**config.mk**
```make
export PLATFORM = sky130hd
export DESIGN_NAME = msg_schedule_unit
export DESIGN_NICKNAME = d
export VERILOG_FILES = /design/src/rtl/msg_schedule_unit.sv
export SDC_FILE = /design/constraint.sdc
export NUM_CORES = 1
export LEC_CHECK = 0
export ABC_AREA = 0
export BUFFER_PORTS_ARGS = -buffer_cell sky130_fd_sc_hd__buf_2
export CAP_MARGIN = 10
export CORE_MARGIN = 3
export CORE_UTILIZATION = 35
export CTS_CLUSTER_SIZE = 25
export DETAILED_ROUTE_END_ITERATION = 8
export PLACE_DENSITY = 0.5
export SYNTH_ARGS = -nofsm -noshare
export SYNTH_HDL_FRONTEND = slang
export SYNTH_SLANG_ARGS = --single-unit
```
**constraint.sdc**
```tcl
create_clock -name clk -period 3.6 [get_ports clk]
set_input_delay 0.54 -clock clk [delete_from_list [all_inputs] [get_ports clk]]
set_output_delay 0.54 -clock clk [all_outputs]
set_load 0.1 [all_outputs]
```
**src/rtl/msg_schedule_unit.sv**
```systemverilog
// rtl/msg_schedule_unit.sv - SHA-256 message schedule: fetches 16 words, streams W[0..63] via a 16-word window.
// Optional MSG_SCHED_BSWAP_EN: byte-reverse each fetched word before capture.
module msg_schedule_unit #(
  parameter int ADDR_W = 8,
  parameter int BLK_W  = 4
) (
  input  logic              clk,
  input  logic              rst,
  input  logic              start,
  input  logic [BLK_W-1:0]  block_idx,
  output logic              req_word,
  output logic [ADDR_W-1:0] word_address,
  input  logic [31:0]       word_data,
  input  logic              word_valid,
  output logic [31:0]       w_out,
  output logic              w_valid,
  input  logic              w_ready,
  output logic [5:0]        round_idx,
  output logic              busy,
  output logic              block_done
);

  typedef enum logic [1:0] {
    S_IDLE   = 2'd0,
    S_FETCH  = 2'd1,
    S_EXPAND = 2'd2,
    S_DONE   = 2'd3
  } state_t;

  localparam int SUM_W = (ADDR_W > BLK_W + 4) ? ADDR_W : BLK_W + 4;

  state_t            state;
  state_t            state_nxt;
  logic [BLK_W-1:0]  blk;
  logic [3:0]        fetch_cnt;
  logic [5:0]        t;
  logic [31:0]       win [16];
  logic [31:0]       cap_word;
  logic [31:0]       new_word;
  logic [SUM_W-1:0]  addr_full;
  logic              fetch_acc;
  logic              w_hs;

  function automatic logic [31:0] sig0(input logic [31:0] x);
    return {x[6:0], x[31:7]} ^ {x[17:0], x[31:18]} ^ (x >> 3);
  endfunction

  function automatic logic [31:0] sig1(input logic [31:0] x);
    return {x[16:0], x[31:17]} ^ {x[18:0], x[31:19]} ^ (x >> 10);
  endfunction

`ifdef MSG_SCHED_BSWAP_EN
  assign cap_word = {word_data[7:0], word_data[15:8], word_data[23:16], word_data[31:24]};
`else
  assign cap_word = word_data;
`endif

  // fetch_cnt < 16, so {blk,4'b0}+i is just the concatenation; wraps at ADDR_W.
  assign addr_full = SUM_W'({blk, fetch_cnt});
  assign fetch_acc = (state == S_FETCH) && word_valid;
  assign w_hs      = (state == S_EXPAND) && w_ready;
  assign new_word  = sig1(win[14]) + win[9] + sig0(win[1]) + win[0];

  always_ff @(posedge clk) begin
    if (rst) begin
      state <= S_IDLE;
    end else begin
      state <= state_nxt;
    end
  end

  always_comb begin
    state_nxt = state;
    case (state)
      S_IDLE:   if (start) state_nxt = S_FETCH;
      S_FETCH:  if (fetch_acc && fetch_cnt == 4'd15) state_nxt = S_EXPAND;
      S_EXPAND: if (w_hs && t == 6'd63) state_nxt = S_DONE;
      S_DONE:   state_nxt = S_IDLE;
      default:  state_nxt = S_IDLE;
    endcase
  end

  always_comb begin
    req_word     = 1'b0;
    word_address = '0;
    w_valid      = 1'b0;
    w_out        = '0;
    round_idx    = '0;
    busy         = 1'b0;
    block_done   = 1'b0;
    case (state)
      S_FETCH: begin
        req_word     = 1'b1;
        word_address = addr_full[ADDR_W-1:0];
        busy         = 1'b1;
      end
      S_EXPAND: begin
        w_valid   = 1'b1;
        w_out     = win[0];
        round_idx = t;
        busy      = 1'b1;
      end
      S_DONE:  block_done = 1'b1;
      default: ;
    endcase
  end

  always_ff @(posedge clk) begin
    if (rst) begin
      blk       <= '0;
      fetch_cnt <= '0;
      t         <= '0;
      for (int k = 0; k < 16; k++) win[k] <= '0;
    end else begin
      case (state)
        S_IDLE: begin
          if (start) begin
            blk       <= block_idx;
            fetch_cnt <= '0;
            t         <= '0;
          end
        end
        S_FETCH: begin
          if (fetch_acc) begin
            win[fetch_cnt] <= cap_word;
            fetch_cnt      <= fetch_cnt + 4'd1;
          end
        end
        S_EXPAND: begin
          // Window slides by one; W[t+16] enters at the top (junk past t=47 is never read).
          if (w_hs) begin
            for (int k = 0; k < 15; k++) win[k] <= win[k+1];
            win[15] <= new_word;
            t       <= t + 6'd1;
          end
        end
        default: ;
      endcase
    end
  end

endmodule

```
==> flow_summary.html <==
<table>
<tr><th>Metric</th><th>Value</th></tr>
<tr><th colspan="2">Status</th></tr>
<tr><td>Outcome</td><td>finished with violations</td></tr>
<tr><td>Violated checks</td><td>negative setup slack</td></tr>
<tr><th colspan="2">Timing</th></tr>
<tr><td>Relative slew slack</td><td>0.451</td></tr>
<tr><td>Minimum clock period</td><td>between 4000 and 5000 ps</td></tr>
<tr><td>Final slew viol count</td><td>0</td></tr>
<tr><td>Final cycle utilization of the critical path</td><td>1.15</td></tr>
<tr><td>Number of hold-slack violations in the final timing report</td><td>0</td></tr>
<tr><td>Min setup slack post-route</td><td>-524 ps</td></tr>
<tr><td>Final setup viols</td><td>25</td></tr>
<tr><td>Highest clock rate</td><td>approximately 0.24 GHz</td></tr>
<tr><td>Unrepaired setup endpoints after global routing</td><td>yes</td></tr>
<tr><td>Clk_skew</td><td>~27 ps</td></tr>
<tr><td>Worst Max-Slew Pin Slew</td><td>815 ps</td></tr>
<tr><td>Worst hold slack across all endpoints</td><td>155 ps</td></tr>
<tr><th colspan="2">Cells and area</th></tr>
<tr><td>Share of final-layout standard cells stronger than drive strength 1</td><td>0.191</td></tr>
<tr><td>Area added between synthesis and finish</td><td>21.6%</td></tr>
<tr><td>Nets@finish</td><td>3310</td></tr>
<tr><th colspan="2">Yosys</th></tr>
<tr><td>Yosys reg bits</td><td>528</td></tr>
<tr><td>Combinational family with the most area after synthesis</td><td>simple AND/OR/NAND/NOR gates</td></tr>
<tr><td>Share of async-settable or async-resettable flops after synthesis</td><td>0</td></tr>
<tr><td>Synthesized area</td><td>28700 µm²</td></tr>
<tr><td>Unique cell type count in the Yosys netlist</td><td>54</td></tr>
<tr><td>Synth warn</td><td>0</td></tr>
<tr><td>Fraction of the yosys area taken by sequential cells</td><td>0.547</td></tr>
<tr><td>Xor-xnor portion of the synthesized cell area</td><td>0.0452</td></tr>
<tr><td>Top flip-flop cell by instance count after synthesis</td><td>sky130_fd_sc_hd__edfxtp_1</td></tr>
<tr><td>Arithmetic-cell share of the synthesized area counting full adders, half adders and majority gates</td><td>0.0611</td></tr>
<tr><td>Compound-Gate Fraction of Synth Area</td><td>0.121</td></tr>
<tr><td>Nets in the synthesized netlist</td><td>3103</td></tr>
<tr><td>Portion of netlist area occupied by mux cells</td><td>0.00113</td></tr>
<tr><td>Average cell area after synthesis</td><td>roughly 9.7 µm²</td></tr>
<tr><td>Number of synthesized flops with an enable pin</td><td>512</td></tr>
<tr><td>Synthesized netlist cell count</td><td>approximately 3000</td></tr>
<tr><td>Simple-gate portion of the synthesized area</td><td>0.173</td></tr>
<tr><th colspan="2">Worst setup path</th></tr>
<tr><td>Number of cells on the worst reg-to-reg path</td><td>18</td></tr>
<tr><td>Element type at the critical path end</td><td>flop</td></tr>
<tr><td>Worst setup startpoint</td><td>win[14][20]</td></tr>
<tr><td>Largest driver fanout on the critical path</td><td>5</td></tr>
<tr><td>Startpoint of the worst register-to-register path</td><td>win[14][20]</td></tr>
<tr><td>Endpoint of the most critical setup path</td><td>win[15][20]</td></tr>
<tr><td>Critical Path Source Type</td><td>flop</td></tr>
<tr><td>Arrival @ worst endpoint</td><td>~4500 ps</td></tr>
<tr><td>Worst-case register-to-register setup slack</td><td>-520 ps</td></tr>
<tr><td>Capturing point of the worst reg2reg path</td><td>win[15][20]</td></tr>
<tr><td>Worst EP required</td><td>just under 4000 ps</td></tr>
<tr><td>Worst setup path class</td><td>reg2reg</td></tr>
<tr><th colspan="2">Global routing</th></tr>
<tr><td>Remaining Overflow, GRT</td><td>0</td></tr>
<tr><td>Maximum number of pins on one net before global-route repair</td><td>177</td></tr>
<tr><td>Initial antenna violation count</td><td>1</td></tr>
<tr><td>Vias in the first global route</td><td>21133</td></tr>
<tr><td>Global-route wire length before repair</td><td>140000 µm</td></tr>
<tr><td>GRT Util Overall</td><td>0.215</td></tr>
<tr><th colspan="2">Detailed routing</th></tr>
<tr><td>Number of vias per cell after detailed routing</td><td>~5.0</td></tr>
<tr><td>Number of remaining DRC errors</td><td>0</td></tr>
<tr><td>Detailed Routing Iterations Pass 1</td><td>5</td></tr>
<tr><td>Vias</td><td>between 20000 and 25000</td></tr>
<tr><td>Iteration-0 DRC count of the detailed router</td><td>approximately 1900</td></tr>
<tr><td>Post-DRT Antenna Nets</td><td>0</td></tr>
<tr><td>Final WL</td><td>around 93000 µm</td></tr>
<tr><td>Final routed wire length divided by cell count</td><td>around 22 µm</td></tr>
<tr><th colspan="2">Clocking</th></tr>
<tr><td>Total number of H-tree levels</td><td>2</td></tr>
<tr><td>Total CTS buffers</td><td>60</td></tr>
<tr><td>Hold buffer count at CTS</td><td>0</td></tr>
<tr><td>Clock latency of the later-clocked register in the worst-skew pair</td><td>630 ps</td></tr>
<tr><td>TritonCTS sink count</td><td>~530</td></tr>
<tr><td>Clock-pin transition on the worst setup and hold timing paths</td><td>60 ps</td></tr>
<tr><td>Clock tree root buffer cell</td><td>sky130_fd_sc_hd__clkbuf_16</td></tr>
<tr><td>Max Root-Sink Buffers</td><td>3</td></tr>
<tr><td>Clock tree from TritonCTS</td><td>yes</td></tr>
<tr><th colspan="2">Floorplanning</th></tr>
<tr><td>Number of ports placed on the die boundary</td><td>91</td></tr>
<tr><td>Core Area</td><td>a little over 80000 µm²</td></tr>
<tr><td>Initial core utilization</td><td>0.355</td></tr>
<tr><td>Die area</td><td>~85000 µm²</td></tr>
<tr><td>Vert. Die Dim</td><td>between 200 and 300 µm</td></tr>
<tr><td>Std-Cell Rows</td><td>104</td></tr>
<tr><td>Die Width</td><td>between 200 and 300 µm</td></tr>
<tr><th colspan="2">Hold path</th></tr>
<tr><td>Class of the tightest hold or removal check</td><td>in2reg</td></tr>
<tr><th colspan="2">Pwr</th></tr>
<tr><td>Portion of total power attributed to combinational logic</td><td>0.594</td></tr>
<tr><td>Net switching power</td><td>14.8 mW</td></tr>
<tr><td>Seq pwr share</td><td>0.238</td></tr>
<tr><td>Maximum vdd drop</td><td>just under 0.8 mV</td></tr>
<tr><td>Power share of the clock group</td><td>0.168</td></tr>
<tr><td>Power Density</td><td>1080 nW/µm²</td></tr>
<tr><td>Total internal power</td><td>22.8 mW</td></tr>
<tr><td>P_leak</td><td>12.7 nW</td></tr>
<tr><td>Total power</td><td>about 38 mW</td></tr>
<tr><td>Share of total power consumed by net switching</td><td>0.393</td></tr>
<tr><th colspan="2">Run</th></tr>
<tr><td>Total of max-cap violations</td><td>0</td></tr>
<tr><th colspan="2">Placement</th></tr>
<tr><td>Half-perimeter wire length after placement</td><td>about 65000 µm</td></tr>
<tr><td>Buffers added on ports</td><td>90</td></tr>
<tr><td>Weighted congestion reported at the end of routability-driven placement</td><td>roughly 0.90</td></tr>
</table>
cells by family (layout without fill, tap and decap cells):
| logic type | count (synthesis) | in the layout |
|---|---|---|
| buffers and inverters | 389 | 642 |
| and+or+nand+nor | 1154 | 1154 |
| DFF | 528 | 528 |
| AOI/OAI and AO/OA | 634 | 634 |
| other | 0 | 1 |
| adders and majority gates | 103 | 103 |
| xor gates and xnor gates | 148 | 148 |
| muxes | 3 | 3 |
per-layer routing:
layer  share of wire  up-vias  routed length [µm]  global-route usage
li1                -    10296                   -                   -
met1            0.47    10509               43800               0.310
met2            0.46      528               42500               0.343
met3           0.050      102                4660              0.0300
met4           0.024        0                2270              0.0519
met5               0        -                   0                   0
power groups by stage:
| stage | logic [mW] | clock network [mW] | registers (mW) |
|---|---|---|---|
| after floorplan | 11.2 | 0 | 8.80 |
| after global placement | 18.5 | 0 | 9.04 |
| after detailed placement | 18.6 | 0 | 9.05 |
| after CTS | 20.5 | 6.45 | 8.94 |
| after global routing | 24.2 | 6.68 | 9.01 |
| final | 22.4 | 6.33 | 8.94 |
cells in the final DEF, fill, tap and decap left out, types with 4 or more instances in the layout:
master | synthesis | layout
sky130_fd_sc_hd__inv_1 | 153 | 144
sky130_fd_sc_hd__nand4_1 | 10 | 10
sky130_fd_sc_hd__ha_1 | 41 | 26
sky130_fd_sc_hd__o21ai_0 | 504 | 488
sky130_fd_sc_hd__a21oi_2 | 2 | 18
sky130_fd_sc_hd__o21ai_2 | 0 | 7
sky130_fd_sc_hd__a31oi_4 | 0 | 4
sky130_fd_sc_hd__dfxtp_1 | 16 | 16
sky130_fd_sc_hd__buf_12 | 0 | 8
sky130_fd_sc_hd__nand2b_1 | 174 | 174
sky130_fd_sc_hd__o21bai_1 | 6 | 5
sky130_fd_sc_hd__o211ai_1 | 4 | 4
sky130_fd_sc_hd__clkinv_1 | 0 | 14
sky130_fd_sc_hd__ha_4 | 0 | 13
sky130_fd_sc_hd__clkinv_2 | 0 | 12
sky130_fd_sc_hd__a21o_1 | 12 | 12
sky130_fd_sc_hd__xnor2_1 | 123 | 93
sky130_fd_sc_hd__buf_2 | 1 | 89
sky130_fd_sc_hd__nand2_1 | 843 | 841
sky130_fd_sc_hd__xor2_1 | 25 | 25
sky130_fd_sc_hd__bufinv_16 | 0 | 9
sky130_fd_sc_hd__clkbuf_1 | 234 | 8
sky130_fd_sc_hd__a21oi_1 | 39 | 20
sky130_fd_sc_hd__nor3_2 | 0 | 5
sky130_fd_sc_hd__o21a_1 | 5 | 5
sky130_fd_sc_hd__o21ai_4 | 0 | 11
sky130_fd_sc_hd__buf_6 | 1 | 14
sky130_fd_sc_hd__xnor2_2 | 0 | 27
sky130_fd_sc_hd__nor2_4 | 0 | 12
sky130_fd_sc_hd__inv_2 | 0 | 9
sky130_fd_sc_hd__a211oi_2 | 0 | 4
sky130_fd_sc_hd__clkbuf_16 | 0 | 60
sky130_fd_sc_hd__buf_4 | 0 | 270
sky130_fd_sc_hd__fa_1 | 62 | 59
sky130_fd_sc_hd__and2_1 | 46 | 45
sky130_fd_sc_hd__edfxtp_1 | 512 | 512
sky130_fd_sc_hd__a22o_1 | 27 | 27
sky130_fd_sc_hd__nand3_1 | 13 | 13
sky130_fd_sc_hd__nor2_1 | 44 | 30
state kept, by name (all words and copies together) (netlist names):
register / flops
fetch_cnt: 4
t: 6
state: 2
win: 512
blk: 4
critical path, stage by stage (launching register included):
cell,delay [ps]
sky130_fd_sc_hd__edfxtp_1,480
sky130_fd_sc_hd__buf_4,190
sky130_fd_sc_hd__buf_4,120
sky130_fd_sc_hd__xnor2_1,130
sky130_fd_sc_hd__xnor2_1,140
sky130_fd_sc_hd__fa_1,490
sky130_fd_sc_hd__inv_1,60
sky130_fd_sc_hd__fa_1,490
sky130_fd_sc_hd__inv_2,50
sky130_fd_sc_hd__ha_4,210
sky130_fd_sc_hd__and2_4,170
sky130_fd_sc_hd__a211o_1,260
sky130_fd_sc_hd__buf_4,150
sky130_fd_sc_hd__a2bb2oi_4,210
sky130_fd_sc_hd__o41ai_4,100
sky130_fd_sc_hd__buf_4,170
sky130_fd_sc_hd__buf_6,110
sky130_fd_sc_hd__xor2_1,150
sky130_fd_sc_hd__a22o_1,190
per-stage QoR:
step           setup slack (ps)  instances  utilization  instance area (µm²)  TNS [ps]
2_1_floorplan              -239       2959            -                28800     -5880
3_3_place_gp               -740       4133        0.395                32000    -10520
3_5_place_dp               -718       4133        0.395                32000    -11250
4_1_cts                    -468       4254        0.426                34500     -7500
5_1_grt                    -682       4273        0.431                34900    -12400
6_report                   -524       4273        0.431                34900     -8750
worst min path at each step:
stage / to / startpoint / slack [ps] / depth (start not counted)
2_1_floorplan: blk[0] / blk[0] / 430 / 2
3_3_place_gp: blk[0] / blk[0] / 440 / 2
3_5_place_dp: blk[0] / blk[0] / 450 / 2
4_1_cts: t[0] / rst / 120 / 2
5_1_grt: t[0] / rst / 160 / 2
6_report: t[0] / rst / 150 / 2
what timing repair did:
action / in CTS / in global routing
endpoints found under the setup margin: 24 / 26
setup buffers: 14 / 19
resized for setup: 71 / 57
pin swaps: 57 / 47
final cells by class:
| cell class | instances | area (µm²) |
|---|---|---|
| fill | 7777 | 46000 |
| clock buffer | 68 | 1530 |
| inverter | 153 | 574 |
| multi-input combinational | 2042 | 12600 |
| sequential | 528 | 15700 |
| tap | 1060 | 1330 |
| clock inverter | 40 | 445 |
| timing repair buffer | 381 | 2790 |
| antenna | 1 | 2.50 |
synthesized netlist by cell type, types with 5 or more instances:
cell type / count / share of area
sky130_fd_sc_hd__xor2_1: 25 / 0.0076
sky130_fd_sc_hd__a31oi_1: 7 / 0.0015
sky130_fd_sc_hd__nand4_1: 10 / 0.0022
sky130_fd_sc_hd__o21ai_0: 504 / 0.088
sky130_fd_sc_hd__nand2b_1: 174 / 0.038
sky130_fd_sc_hd__edfxtp_1: 512 / 0.54
sky130_fd_sc_hd__clkbuf_1: 234 / 0.031
sky130_fd_sc_hd__nor2_1: 44 / 0.0058
sky130_fd_sc_hd__fa_1: 62 / 0.043
sky130_fd_sc_hd__nand2_1: 843 / 0.11
sky130_fd_sc_hd__xnor2_1: 123 / 0.038
sky130_fd_sc_hd__o21bai_1: 6 / 0.0016
sky130_fd_sc_hd__inv_1: 153 / 0.020
sky130_fd_sc_hd__o21a_1: 5 / 0.0013
sky130_fd_sc_hd__a21o_1: 12 / 0.0031
sky130_fd_sc_hd__dfxtp_1: 16 / 0.011
sky130_fd_sc_hd__and2_1: 46 / 0.010
sky130_fd_sc_hd__nor3_1: 9 / 0.0016
sky130_fd_sc_hd__a22o_1: 27 / 0.0082
sky130_fd_sc_hd__a21oi_1: 39 / 0.0068
sky130_fd_sc_hd__nand3_1: 13 / 0.0023
sky130_fd_sc_hd__ha_1: 41 / 0.018
No activity file was read; power rests on OpenSTA's default activity.
